File: src/rtl/alu_pkg.sv
`default_nettype none
// ============================================================================
// Package   : alu_pkg
// Purpose   : Shared types and constants for the ALU datapath blocks.
//             - state_e : control state of the multi-cycle adder/subtractor
//             - OP_ADD / OP_SUB : encoding of the op_sub select input
// Revision  : 1.0 - initial release
// ============================================================================
package alu_pkg;

  typedef enum logic [0:0] {
    IDLE = 1'b0,
    RUN  = 1'b1
  } state_e;

  localparam logic OP_ADD = 1'b0;
  localparam logic OP_SUB = 1'b1;

endpackage
`default_nettype wire

File: src/rtl/addsub_multicycle_addr_slice.sv
`default_nettype none
// ============================================================================
// Module    : addr_slice
// Purpose   : Combinational CHUNK-bit ripple-carry adder, one slice of the
//             multi-cycle adder/subtractor.
// Ports     : in1[CHUNK]   addend slice
//             in2[CHUNK]   addend slice (already inverted for subtract)
//             carry_in     carry into bit 0
//             sum[CHUNK]   slice sum
//             carry_out    carry out of the slice MSB
// Revision  : 1.0 - initial release
// ============================================================================
module addr_slice #(
  parameter int CHUNK = 2
) (
  input  logic [CHUNK-1:0] in1,
  input  logic [CHUNK-1:0] in2,
  input  logic             carry_in,
  output logic [CHUNK-1:0] sum,
  output logic             carry_out
);

  logic [CHUNK:0] carry;

  assign carry[0] = carry_in;

  for (genvar i = 0; i < CHUNK; i++) begin : g_bit
    assign sum[i]       = in1[i] ^ in2[i] ^ carry[i];
    assign carry[i + 1] = (in1[i] & in2[i]) | (carry[i] & (in1[i] ^ in2[i]));
  end

  assign carry_out = carry[CHUNK];

endmodule
`default_nettype wire

File: src/rtl/addsub_multicycle.sv
`default_nettype none
// ============================================================================
// Module    : addsub_multicycle
// Purpose   : WIDTH-bit adder/subtractor that processes CHUNK bits per clock,
//             rippling the carry through a register, wrapped in a
//             start/busy/done handshake. Flags are registered at completion.
// Ports     : clk, rst_n (async, active-low)
//             start    request, sampled only while idle
//             op_sub   0: a+b+cin   1: a-b (cin ignored)
//             a, b     operands, captured on accepted start
//             cin      carry-in for add
//             busy     operation in flight
//             done     one-cycle completion pulse
//             sum      result
//             cout     carry out of MSB (subtract: 1 = no borrow)
//             ovf      signed overflow
//             zero     sum == 0
// Revision  : 1.0 - initial release
// ============================================================================
module addsub_multicycle
  import alu_pkg::*;
#(
  parameter int WIDTH = 8,
  parameter int CHUNK = 2
) (
  input  logic             clk,
  input  logic             rst_n,
  input  logic             start,
  input  logic             op_sub,
  input  logic [WIDTH-1:0] a,
  input  logic [WIDTH-1:0] b,
  input  logic             cin,
  output logic             busy,
  output logic             done,
  output logic [WIDTH-1:0] sum,
  output logic             cout,
  output logic             ovf,
  output logic             zero
);

  localparam int NSTEP  = WIDTH / CHUNK;
  localparam int STEP_W = (NSTEP > 1) ? $clog2(NSTEP) : 1;
  localparam int MSB    = WIDTH - 1;
  localparam logic [STEP_W-1:0] LAST_STEP = STEP_W'(NSTEP - 1);

  state_e            state_q, state_d;
  logic [WIDTH-1:0]  a_q, a_d;
  logic [WIDTH-1:0]  b_q, b_d;          // b already inverted for subtract
  logic [WIDTH-1:0]  work_q, work_d;
  logic [WIDTH-1:0]  sum_q, sum_d;
  logic [STEP_W-1:0] step_q, step_d;
  logic              carry_q, carry_d;
  logic              cout_q, cout_d;
  logic              ovf_q, ovf_d;
  logic              zero_q, zero_d;
  logic              done_q, done_d;

  logic [CHUNK-1:0]  slice_a;
  logic [CHUNK-1:0]  slice_b;
  logic [CHUNK-1:0]  slice_sum;
  logic              slice_cout;

  // Select the operand slice addressed by the step counter.
  always_comb begin
    slice_a = '0;
    slice_b = '0;
    for (int k = 0; k < NSTEP; k++) begin
      if (step_q == STEP_W'(k)) begin
        slice_a = a_q[k*CHUNK +: CHUNK];
        slice_b = b_q[k*CHUNK +: CHUNK];
      end
    end
  end

  addr_slice #(
    .CHUNK(CHUNK)
  ) u_slice (
    .in1      (slice_a),
    .in2      (slice_b),
    .carry_in (carry_q),
    .sum      (slice_sum),
    .carry_out(slice_cout)
  );

  always_comb begin
    state_d = state_q;
    a_d     = a_q;
    b_d     = b_q;
    work_d  = work_q;
    sum_d   = sum_q;
    step_d  = step_q;
    carry_d = carry_q;
    cout_d  = cout_q;
    ovf_d   = ovf_q;
    zero_d  = zero_q;
    done_d  = 1'b0;

    case (state_q)
      IDLE: begin
        if (start) begin
          a_d     = a;
          // Subtract is a + ~b + 1: invert b once here, seed carry with 1.
          b_d     = (op_sub == OP_SUB) ? ~b : b;
          carry_d = (op_sub == OP_ADD) ? cin : 1'b1;
          step_d  = '0;
          state_d = RUN;
        end
      end

      RUN: begin
        for (int k = 0; k < NSTEP; k++) begin
          if (step_q == STEP_W'(k)) begin
            work_d[k*CHUNK +: CHUNK] = slice_sum;
          end
        end
        carry_d = slice_cout;

        if (step_q == LAST_STEP) begin
          // work_d already holds the final slice, so flags see the full sum.
          sum_d   = work_d;
          cout_d  = slice_cout;
          ovf_d   = (a_q[MSB] == b_q[MSB]) && (work_d[MSB] != a_q[MSB]);
          zero_d  = (work_d == '0);
          done_d  = 1'b1;
          state_d = IDLE;
        end else begin
          step_d = step_q + STEP_W'(1);
        end
      end

      default: state_d = IDLE;
    endcase
  end

  always_ff @(posedge clk or negedge rst_n) begin
    if (!rst_n) begin
      state_q <= IDLE;
      a_q     <= '0;
      b_q     <= '0;
      work_q  <= '0;
      sum_q   <= '0;
      step_q  <= '0;
      carry_q <= 1'b0;
      cout_q  <= 1'b0;
      ovf_q   <= 1'b0;
      zero_q  <= 1'b0;
      done_q  <= 1'b0;
    end else begin
      state_q <= state_d;
      a_q     <= a_d;
      b_q     <= b_d;
      work_q  <= work_d;
      sum_q   <= sum_d;
      step_q  <= step_d;
      carry_q <= carry_d;
      cout_q  <= cout_d;
      ovf_q   <= ovf_d;
      zero_q  <= zero_d;
      done_q  <= done_d;
    end
  end

  assign busy = (state_q == RUN);
  assign done = done_q;
  assign sum  = sum_q;
  assign cout = cout_q;
  assign ovf  = ovf_q;
  assign zero = zero_q;

endmodule
`default_nettype wire

File: config.mk
export PLATFORM = sky130hd
export DESIGN_NAME = addsub_multicycle
export DESIGN_NICKNAME = d
export VERILOG_FILES = /design/src/rtl/alu_pkg.sv /design/src/rtl/addsub_multicycle_addr_slice.sv /design/src/rtl/addsub_multicycle.sv
export SDC_FILE = /design/constraint.sdc
export NUM_CORES = 1
export LEC_CHECK = 0
export CAP_MARGIN = 20
export CORE_MARGIN = 1
export CORE_UTILIZATION = 55
export CTS_BUF_LIST = sky130_fd_sc_hd__clkbuf_4 sky130_fd_sc_hd__clkbuf_8 sky130_fd_sc_hd__clkbuf_16
export DETAILED_ROUTE_END_ITERATION = 10
export HOLD_SLACK_MARGIN = 0.03
export PLACE_DENSITY = 0.94
export SETUP_SLACK_MARGIN = 0.2
export SYNTH_ARGS = -nofsm -noshare
export SYNTH_HDL_FRONTEND = slang
export SYNTH_SLANG_ARGS = --single-unit
export TNS_END_PERCENT = 30
File: constraint.sdc
create_clock -name clk -period 4.9 [get_ports clk]
set_input_delay 0.49 -clock clk [delete_from_list [all_inputs] [get_ports clk]]
set_output_delay 0.49 -clock clk [all_outputs]
set_load 0.01 [all_outputs]
==> impl_metrics.yaml <==
clock_tree:
  cts_sinks: 38
  htree_levels: 2
  cts_tree: "done"
  path_clk_slew_ns: 0.11
  cts_buffer_depth: 2
  holdBufCountCts: 0
  cts_made_buffers: 5
  insertion_delay_ns: 0.34
  cts_resized: 0
  root_buffer: "clkbuf_4"
  cts_setup_buffers: 0
timing:
  finalMaxSlewViolations: 0
  skew_ns: 0.00754
  setup_viol: 0
  rsz0062_at_grt: "no"
  fin_crit_ns: 2.94
  finalSetupTns_ns: 0
  finalCritPeriodShare_pct: 60.1
  whs_ns: 0.494
  hold_viol_final: 0
  fmax_ghz: 0.340
  worst_pin_slew_ns: 0.902
  maxSlewHeadroom_pct: 39.9
drt:
  totalWireLength_um: 3410
  num_vias: 1362
  drc: 0
  wire_per_inst_um: 13.3
  vias_per_cell: 5.30
  initialDrtViolationCount: 68
  firstDrtPassIters: 4
  route.antenna.remaining_nets: 0
pwr:
  vdd_drop_max_v: 0.000364
  p_seq_share_pct: 35.7
  p_sw_share_pct: 41.0
  clkPwrFrac_pct: 11.1
  p_int_mw: 0.937
  switchingPower_mw: 0.651
  p_leak_nw: 1.03
  power_mw: 1.59
  power_density_mw_per_mm2: 707
  p_comb_share_pct: 53.3
synthesis:
  synth_top_area_cell: "dfrtp_1"
  yosys-mux-area-fraction_pct: 10.6
  synth-seq-cells: 38
  synth_top_family_by_area: "compound AO/OA/AOI/OAI gates"
  synth_compound_area_share_pct: 13.4
  synthAdderAreaFrac_pct: 4.83
  synthArstFlopShare_pct: 100
  synthCells: 183
  synth_top_area_share_pct: 51.0
  syn_area_mm2: 0.00186
  syn_nets: 210
  ys_top_cells_by_area: "dfrtp_1 51%, nand2_1 6.8%, o21ai_0 6.7%"
  yosys.area_share.simple_pct: 9.80
  synth_edf_count: 0
  synth_warnings: 0
  synth.yosys.seq_area_share_pct: 51.0
  synth_xor_xnor_area_share_pct: 4.23
  synth_ff_type: "dfrtp_1"
  ys_types: 25
  avgSynthCellArea_um2: 10.2
min_path:
  hp-class: "flip-flop to flip-flop"
  holdCritStartpoint: "sum[5]"
  min_to: "sum[5]"
  hold_depth: 2
worst_setup_path:
  worstPathBufferInverterCount: 2
  reg2reg_from: "step_q[0]"
  r2r_setup_slack_ns: 1.96
  r2r_end: "zero"
  cpLargestDelayFamily: "adder cells"
  slowest_stage: "fa_1"
  cp.required_ns: 5.13
  worstSetupStartpointType: "flip-flop"
  critical_path_class: "flip-flop to flip-flop"
  crit_fanout: 13
  endpoint_kind: "flip-flop"
  slowest_delay_ns: 0.54
  worstPathArrival_ns: 3.18
  path_cells: "inv_1 -> ha_1 -> a21oi_1 -> o21ai_0 -> a22oi_1 -> fa_1 -> inv_1 -> fa_1 -> nand2b_1 -> o41ai_1"
  reg2regPathDepth: 10
placed_design:
  post-dp-hpwl_um: 2500
  dp_cells: 249
  io_buffers: 33
  place.gp.congestion: 0.782
final_layout:
  fin_util_pct: 71.8
  drive_gt1_share_pct: 10.3
  diodes: 0
  areaGrowthSynthToFinish_pct: 20.5
  stdcell_count: 257
  fill_cells: 233
  nNetsFinal: 239
global_route:
  grt_max_degree: 39
  antenna_found_initial: 0
  grt_pass1_vias: 1295
  grt.overflow.total: 0
  grt_pass1_wl_um: 5750
  grt.total_usage_pct: 22.3
floorplanning:
  die_h_um: 60.2
  die_area_mm2: 0.00363
  die_w_um: 60.2
  num_rows: 20
  ios: 34
  fp.coreArea_mm2: 0.00313
  start_util_pct: 59.6
outcome:
  status: "finished, final reports clean"
job:
  drv_cap: 0
-- registers in the layout, summed over array words and instances, names as in the netlist --
signal   count
a_q          8
b_q          8
sum          8
work_q       6
step_q       2
busy         1
carry_q      1
cout         1
done         1
ovf          1
zero         1
-- metrics by stage --
step                      cell area [um2]  setup slack (ns)
after floorplan                      1860              2.36
after global placement               2180              2.21
after detailed placement             2180              2.03
after CTS                            2250              2.01
after global routing                 2250              1.71
final                                2250              1.96
-- cell usage after synthesis, drive strengths merged (4+ instances only) --
cell type,n
nor2,7
nand2,34
dfrtp,38
buf,10
a21oi,11
ha,4
inv,11
mux2i,4
o21ai,25
mux2,13
xnor2,7
-- area by class of cell --
| cell class | count | area, um2 | area share (%) |
|---|---|---|---|
| well taps | 44 | 55.1 | 2.45 |
| inverters | 11 | 41.3 | 1.84 |
| repair buffers | 34 | 338 | 15.0 |
| clock inverters | 1 | 5.00 | 0.223 |
| clock buffers | 7 | 58.8 | 2.62 |
| flip-flops and latches | 38 | 951 | 42.3 |
| multi-input cells | 122 | 798 | 35.5 |
-- tightest hold or removal path, stage by stage (launching register included) --
cell,delay (ns)
dfrtp_1,0.36
nand2_1,0.05
o21ai_0,0.06
-- power by group through the flow --
stage                     clock network [mW]  registers (mW)  logic, mW
after floorplan                            0           0.558      0.607
after global placement                     0           0.565      0.795
after detailed placement                   0           0.574      0.846
after CTS                              0.179           0.566      0.849
after global routing                   0.188           0.586      0.952
final                                  0.176           0.567      0.846
-- routing by layer --
layer	GRT usage, %	part of all wire [%]	vias up
met5	0	0	-
li1	-	-	666
met1	27.4	44	639
met2	37.5	50	49
met4	11.0	1.9	0
met3	3.90	4.1	8
-- cells in the final DEF, fill, tap and decap left out, drive strengths merged, types with 7 or more instances in the layout --
cell | netlist | layout
a21oi | 11 | 11
clkbuf | 2 | 7
clkdlybuf4s50 | 0 | 33
dfrtp | 38 | 38
inv | 11 | 11
mux2 | 13 | 13
nand2 | 34 | 34
nor2 | 7 | 7
o21ai | 25 | 25
xnor2 | 7 | 7
-- logic make-up after synthesis --
kind of cell,count (synthesis)
flip-flops,38
AND/OR/NAND/NOR,45
AO/OA/AOI/OAI,45
XOR/XNOR,9
multiplexers,17
buffers and inverters,23
adder cells (fa/ha/maj),6
-- worst max path at each step --
stage | endpoint | from | cells past startpoint
5_1_grt | ovf | step_q[0] | 11
3_3_place_gp | zero | step_q[0] | 10
3_5_place_dp | ovf | step_q[0] | 10
4_1_cts | ovf | step_q[0] | 11
6_report | zero | step_q[0] | 10
2_1_floorplan | ovf | step_q[0] | 13
(Power assumes the default switching activity.)
